## src/rtl/shift_pkg.sv

```systemverilog
// Shared encodings for the sequential shift/rotate unit: operation codes
// and the controller state encoding.
package shift_pkg;

   typedef enum logic [2:0] {
      OP_SHR  = 3'b000,
      OP_SHRA = 3'b001,
      OP_SHL  = 3'b010,
      OP_ROR  = 3'b011,
      OP_ROL  = 3'b100
   } op_e;

   typedef enum logic [1:0] {
      ST_IDLE  = 2'b00,
      ST_SHIFT = 2'b01,
      ST_DONE  = 2'b10
   } state_e;

endpackage

```

## src/rtl/shift_step.sv

```systemverilog
// One cycle's worth of shifting: applies 0..STEP positions of the selected
// operation to a value. Codes outside the defined set pass the value through.
module shift_step
   import shift_pkg::*;
#(
   parameter  int WIDTH = 32,
   parameter  int STEP  = 1,
   localparam int N_W   = $clog2(STEP + 1)
) (
   input  logic [2:0]       op,
   input  logic [WIDTH-1:0] value,
   input  logic [N_W-1:0]   n,
   output logic [WIDTH-1:0] shifted
);

   // Wide enough to hold WIDTH itself, so the complementary rotate shift
   // for n=0 becomes a full-width shift that yields zero.
   localparam int SH_W = $clog2(WIDTH) + 1;

   logic [SH_W-1:0] n_ext;
   logic [SH_W-1:0] n_back;

   // Select and apply the requested operation for this cycle.
   always_comb begin
      n_ext   = SH_W'(n);
      n_back  = SH_W'(WIDTH) - n_ext;
      shifted = value;
      case (op)
         OP_SHR:  shifted = value >> n_ext;
         OP_SHRA: shifted = WIDTH'($signed(value) >>> n_ext);
         OP_SHL:  shifted = value << n_ext;
         OP_ROR:  shifted = (value >> n_ext) | (value << n_back);
         OP_ROL:  shifted = (value << n_ext) | (value >> n_back);
         default: shifted = value;
      endcase
   end

endmodule

```

## src/rtl/seq_shift_rotate_unit.sv

```systemverilog
// Multi-cycle shift/rotate unit. The operand is captured on start and then
// moved up to STEP positions per clock until the requested count is used up.
//
// state    | meaning
// ---------+------------------------------------------------------------
// ST_IDLE  | waiting for start; result holds the last final value
// ST_SHIFT | applying STEP (or the remainder) positions each clock
// ST_DONE  | one-cycle completion, done=1, result is final
module seq_shift_rotate_unit
   import shift_pkg::*;
#(
   parameter  int WIDTH = 32,
   parameter  int STEP  = 1,
   localparam int AMT_W = $clog2(WIDTH)
) (
   input  logic             Clock,
   input  logic             clear,
   input  logic             start,
   input  logic [2:0]       op,
   input  logic [WIDTH-1:0] data_in,
   input  logic [AMT_W-1:0] amount,
   output logic [WIDTH-1:0] result,
   output logic             busy,
   output logic             done
);

   localparam int             N_W    = $clog2(STEP + 1);
   // One extra bit so STEP=WIDTH still compares correctly against the count.
   localparam logic [AMT_W:0] STEP_V = (AMT_W + 1)'(STEP);

   state_e           state;
   logic [2:0]       op_q;
   logic [AMT_W-1:0] remaining;

   logic [AMT_W:0]   rem_ext;
   logic             last_step;
   logic [N_W-1:0]   n_cur;
   logic [AMT_W-1:0] rem_next;
   logic [WIDTH-1:0] stepped;

   // Down-counter terminal check and the number of positions for this cycle.
   always_comb begin
      rem_ext   = {1'b0, remaining};
      last_step = (rem_ext <= STEP_V);
      n_cur     = last_step ? N_W'(remaining) : N_W'(STEP);
      rem_next  = AMT_W'(rem_ext - STEP_V);
   end

   shift_step #(
      .WIDTH (WIDTH),
      .STEP  (STEP)
   ) u_shift_step (
      .op      (op_q),
      .value   (result),
      .n       (n_cur),
      .shifted (stepped)
   );

   // Controller, working register and remaining-count down-counter.
   always_ff @(posedge Clock) begin
      if (clear) begin
         state     <= ST_IDLE;
         result    <= '0;
         op_q      <= '0;
         remaining <= '0;
         busy      <= 1'b0;
         done      <= 1'b0;
      end else begin
         case (state)
            ST_IDLE: begin
               if (start) begin
                  result    <= data_in;
                  op_q      <= op;
                  remaining <= amount;
                  busy      <= 1'b1;
                  if (amount != '0) begin
                     state <= ST_SHIFT;
                  end else begin
                     state <= ST_DONE;
                     done  <= 1'b1;
                  end
               end
            end
            ST_SHIFT: begin
               result <= stepped;
               if (last_step) begin
                  remaining <= '0;
                  state     <= ST_DONE;
                  done      <= 1'b1;
               end else begin
                  remaining <= rem_next;
               end
            end
            ST_DONE: begin
               done  <= 1'b0;
               busy  <= 1'b0;
               state <= ST_IDLE;
            end
            default: begin
               state <= ST_IDLE;
               busy  <= 1'b0;
               done  <= 1'b0;
            end
         endcase
      end
   end

endmodule

```

## config.mk

```make
export PLATFORM = sky130hd
export DESIGN_NAME = seq_shift_rotate_unit
export DESIGN_NICKNAME = d
export VERILOG_FILES = /design/src/rtl/shift_pkg.sv /design/src/rtl/shift_step.sv /design/src/rtl/seq_shift_rotate_unit.sv
export SDC_FILE = /design/constraint.sdc
export NUM_CORES = 1
export LEC_CHECK = 0
export ABC_AREA = 0
export BUFFER_PORTS_ARGS = -buffer_cell sky130_fd_sc_hd__buf_2
export CAP_MARGIN = 5
export CORE_UTILIZATION = 58
export DETAILED_ROUTE_END_ITERATION = 8
export PLACE_DENSITY_LB_ADDON = 0.3
export SLEW_MARGIN = 20
export SYNTH_ARGS = -nofsm -noshare
export SYNTH_HDL_FRONTEND = slang
export SYNTH_HIERARCHICAL = 1
export SYNTH_SLANG_ARGS = --single-unit
```

## constraint.sdc

```tcl
create_clock -name Clock -period 5.2 [get_ports Clock]
set_input_delay 0.26 -clock Clock [delete_from_list [all_inputs] [get_ports Clock]]
set_output_delay 0.26 -clock Clock [all_outputs]
set_load 0.1 [all_outputs]
```

==> results of run 1 <==
## report_power, final
part / leakage [nW] / switching (mW) / internal (mW)
Clock: 0.0455 / 0.117 / 0.109
Sequential: 0.365 / 0.0689 / 0.383
Combinational: 1.01 / 0.536 / 0.208
## kinds of logic (layout without fill, tap and decap cells)
family	Yosys count	count (layout)	synth area share, %
simple gates	168	168	23.9
compound gates	142	142	36.8
buf+inv	51	95	9.45
flops	44	44	27.6
mux	4	4	1.25
fa+ha+maj	2	2	0.784
xor+xnor	1	1	0.274
## layout by cell type, fill, tap and decap left out, types with 3 or more instances in the layout
| master | Yosys | layout |
|---|---|---|
| dfxtp_1 | 44 | 44 |
| nand2_1 | 67 | 67 |
| or2_2 | 3 | 3 |
| nor2_1 | 45 | 45 |
| o211ai_1 | 3 | 3 |
| nand2b_1 | 4 | 4 |
| a311oi_2 | 30 | 30 |
| buf_2 | 15 | 76 |
| mux2i_1 | 4 | 4 |
| nand3_1 | 24 | 24 |
| nor2b_1 | 7 | 6 |
| nor3b_1 | 3 | 3 |
| clkbuf_8 | 0 | 6 |
| o21ai_0 | 29 | 29 |
| buf_4 | 12 | 3 |
| a311oi_1 | 5 | 5 |
| a31oi_1 | 26 | 26 |
| o221a_2 | 4 | 4 |
| inv_1 | 7 | 7 |
| a21oi_1 | 28 | 28 |
| or3_1 | 6 | 6 |
## final cells by class
cell class / instances / area, µm²
clock buffer: 8 / 90.1
timing repair buffer: 79 / 403
sequential: 44 / 881
tap: 70 / 87.6
multi-input combinational: 317 / 2010
fill: 476 / 1700
inverter: 8 / 30.0
## worst paths after layout
kind                     start          to  depth (start not counted)  slack [ps]
setup / recovery  remaining[1]  result[16]                          8        2100
hold / removal           op[1]     op_q[1]                          3         190
hold reg to reg           done        done                          2         460
setup reg to reg  remaining[1]  result[16]                          8        2100
## stage by stage
stage	power [mW]	cells	util (%)
2_1_floorplan	1.10	412	-
3_3_place_gp	1.17	518	65.6
3_5_place_dp	1.19	518	65.6
4_1_cts	1.41	526	67.3
5_1_grt	1.50	526	67.3
6_report	1.42	526	67.3
## tightest hold or removal path, stage by stage
cell	delay, ps
buf_2	70
mux2i_1	60
nor2_1	70
## registers in the layout, indices dropped and copies added, names as in the netlist
signal	count
done	1
state	2
remaining	5
result	32
op_q	3
busy	1
## routing by layer
metal  vias to the layer above  GRT usage, %  share of wire (%)
met4                         0          12.7                1.5
li1                       1596             -                  -
met3                        18          4.19                8.8
met2                       174          50.0                 47
met1                      1570          35.8                 43
met5                         -             0                  0
==> impl_results.md, run 1 <==
* Run status: finished, final reports clean
* Syn Area/Cell at 7.75 µm²
* Most area-hungry cell type in the Yosys netlist: dfxtp_1
* Slew @ Worst Pin at 1070 ps
* Fmax at 0.323 GHz
* Fin area at 0.00350 mm²
* PwrDens at 406 mW/mm²
* Drt total wl at 8220 µm
* Lkg Pwr at 1.42 nW
* Pre-CTS WS at 2220 ps
* Cells after synthesis at 412
* Hold WS at 195 ps
* Nets at 500
* Ys async rst share at 0%
* First-pass GRT wire length at 14000 µm
* Final RePlAce weighted congestion at 0.806
* Initial Utilization at 61.3%
* Syn nets at 457
* Avg WL per Cell at 15.6 µm
* Seq cells post-synth at 44
* Final setup viols at 0
* Max-Cap Viols at 0
* CTS max path bufs at 2
* Inserted Clock Buffers at 5
* DRC viols at 0
* # Post-CTS Setup Buffers at 0
* Synth cell types at 50
* DR vias at 3358
* Die width at 76.2 µm
* Clock skew at 7.48 ps
* Largest net degree at the start of global routing at 69
* Ys flop type: dfxtp_1
* Post_cts resized at 0
* Final WS setup at 2100 ps
* CTS root buffer: clkbuf_8
* Worst skew pair latency at 300 ps
* CP max stage delay at 860 ps
* Layout cells sized above 1 at 29.4%
* Final Hold Fails at 0
* Setup TNS at 0 ps
* Port bufs at 76
* N_diodes at 0
* Setup crit end kind: flop
* Worst hold path class: input pin to flop
* RSZ-0062 raised after global routing: false
* Clk sinks at 44
* Initial antenna violation count at 0
* Max_slew headroom at 28.7%
* Htree depth at 2
* Placed cell areas at 0.00341 mm²
* Initial DRC count at 365
* Critical path class: flop to flop
* Min cycle time layout at 3100 ps
* HPWL after DPL at 5310 µm
* Post-synth top area share at 27.6%
* Delay-heaviest family, CP: simple AND/OR/NAND/NOR gates
* Die ar. at 0.00580 mm²
* Startpoint types: flop
* YS warnings at 6
* Most common cell in the netlist: nand2_1
* Sequential fraction of the synthesis area at 27.6%
* Die span in y at 76.2 µm
* Io pins at 77
* Worst Path Max Fanout at 31
* Syn Std Cell Area at 0.00319 mm²
* ANT nets after route at 0
* Cell row count at 26
* Crit path buf inv count at 1
* Vias/cell at 6.38
* Remaining global-route overflow at 0
* Slew Limit Fails at 0
* Floorplan core area at 0.00520 mm²
* Peak supply drop at 0.262 mV
* CP cell instances: inv_1, ha_1, o21ba_2, or3_2, and2_1, o221a_2, nand2_1, a311oi_2
* Crit-path slowest cell: and2_1
* Worst-path clk slew at 80 ps
* CTS tree: built
* TritonRoute pass-1 iters at 6
* Post-route clock period utilization at 59.6%
* Area Overhead vs Synth at 9.76%
* GRT Util Overall at 29.0%
* Post-synth top cells: 67 x nand2_1, 45 x nor2_1, 44 x dfxtp_1, 30 x a311oi_2, 29 x o21ai_0
* EDFF count, synth at 0
* WP data arrival at 3310 ps
* Vias in the first global route at 3133
* CTS Hold Buffers Added at 0
* Synth top area cells: dfxtp_1 28%, a311oi_2 14%, nand2_1 7.9%, nor2_1 5.3%, a31oi_1 5.1%
* Worst path required time at 5410 ps
No activity file was read; power rests on OpenSTA's default activity.
==> inputs of run 2 (changes only) <==
--- a/config.mk
+++ b/config.mk
@@ -8,7 +8,7 @@
 export ABC_AREA = 0
 export BUFFER_PORTS_ARGS = -buffer_cell sky130_fd_sc_hd__buf_2
 export CAP_MARGIN = 5
-export CORE_UTILIZATION = 58
+export CORE_UTILIZATION = 54
 export DETAILED_ROUTE_END_ITERATION = 8
 export PLACE_DENSITY_LB_ADDON = 0.3
 export SLEW_MARGIN = 20
==> constraint.sdc (replaced) <==
create_clock -name Clock -period 3.1 [get_ports Clock]
set_input_delay 0.155 -clock Clock [delete_from_list [all_inputs] [get_ports Clock]]
set_output_delay 0.155 -clock Clock [all_outputs]
set_load 0.1 [all_outputs]
==> impl_results.md, run 2 (synthesized netlist as in run 1, its figures left out) <==
* Slew Limit Fails at 0
* Layout cells sized above 1 at 30.7%
* GRT Util Overall at 26.5%
* Most common cell after layout, fill and taps aside: buf_2
* Worst skew pair latency at 310 ps
* Remaining global-route overflow at 0
* Final RePlAce weighted congestion at 0.809
* Setup crit end kind: flop
* # Post-CTS Setup Buffers at 0
* Run status: finished, final reports clean
* Min cycle time layout at 2770 ps
* Largest registers: result x32, remaining x5, op_q x3
* Worst-path clk slew at 90 ps
* Inserted Clock Buffers at 5
* Most frequent cells in the layout: 76 x buf_2, 67 x nand2_1, 45 x nor2_1
* Initial Utilization at 56.9%
* Lkg Pwr at 1.46 nW
* TritonRoute pass-1 iters at 5
* Final setup viols at 0
* Avg WL per Cell at 15.1 µm
* WP data arrival at 3000 ps
* Slew @ Worst Pin at 999 ps
* Die width at 78.9 µm
* Max-Cap Viols at 0
* Crit-path slowest cell: and2_1
* Max_slew headroom at 33.4%
* Worst path required time at 3330 ps
* CTS Hold Buffers Added at 0
* Post_cts resized at 0
* Largest net degree at the start of global routing at 41
* Worst Path Max Fanout at 28
* DR vias at 3288
* DRC viols at 0
* Initial DRC count at 336
* Util after Layout at 63.7%
* Peak supply drop at 0.462 mV
* Setup TNS at 0 ps
* Nets at 506
* Vias/cell at 6.16
* RSZ-0062 raised after global routing: false
* Fmax at 0.361 GHz
* N_diodes at 0
* Critical path class: flop to flop
* Drt total wl at 8040 µm
* Final Hold Fails at 0
* HPWL after DPL at 5500 µm
* Port bufs at 76
* Clk sinks at 44
* First-pass GRT wire length at 13400 µm
* Largest register FFs at 32
* Worst hold path class: input pin to flop
* Initial antenna violation count at 0
* Cell row count at 27
* Vias in the first global route at 2873
* PwrDens at 687 mW/mm²
* Area Overhead vs Synth at 11.9%
* Post-route clock period utilization at 89.2%
* ANT nets after route at 0
* CP cell instances: inv_1, ha_1, o21ba_2, or3_2, and2_1, o221a_2, nand2_1, a311oi_1
* Die span in y at 78.9 µm
* Die ar. at 0.00622 mm²
* Reg with most FFs: result
* Startpoint types: flop
* CTS max path bufs at 2
* Io pins at 77
* CP max stage delay at 830 ps
* CTS tree: built
* Floorplan core area at 0.00561 mm²
* CTS root buffer: clkbuf_8
* Htree depth at 2
* Clock skew at 6.29 ps
==> run 2: cell count changes in the layout (fill, tap and decap cells not counted), sizes merged <==
| cell | change |
|---|---|
| clkinv | +1 |
| clkinvlp | +1 |
| clkbuf | -3 |
| buf | +6 |
| bufinv | +1 |
==> run 2: worst paths after layout <==
path,depth (start not counted),start,slack (ps),end
worst min register to register,2,done,450,done
worst min-delay path,3,op[0],80,op_q[0]
worst max-delay path,8,remaining[1],330,result[24]
worst max register to register,8,remaining[1],330,result[24]
==> run 2: layout make-up <==
class                   instances  area, µm²
clock buffers                   5       68.8
clock inverters                 3       42.5
fillers                       498       2040
inverters                       8       30.0
multi-input cells             317       2010
flip-flops and latches         44        881
well taps                      72       90.1
repair buffers                 85        448
==> run 2: through the flow <==
stage                     hold slack, ps  instances  setup WS [ps]  total power [mW]  instance area, µm²
final                               83.8        534            333              2.45                3570
after global routing                94.9        534            189              2.59                3570
after CTS                           82.2        534            394              2.45                3570
after detailed placement             399        526            395              2.01                3460
after global placement               388        526            536              1.98                3460
after floorplan                      302        412            956              1.84                3190
==> run 2: routing by layer <==
metal  routed length [µm]  GRT usage [%]  share of wire, %
met3                  521           4.60               6.5
met4                   99           8.73               1.2
met5                    0              0                 0
met1                 3600           35.5                45
met2                 3810           43.0                47
==> run 2: critical path, delay by kind of cell (launching register included) <==
kind            cells  cell delay (ps)
compound gates      3              850
buf+inv             1               90
simple gates        3             1160
fa+ha+maj           1              180
flops               1              400
==> run 2: report_power, final <==
group          total [mW]  leakage (nW)  switching, mW  internal (mW)
clock network       0.449        0.0541          0.211          0.239
logic                1.25          1.04          0.896          0.358
registers           0.750         0.365          0.107          0.643
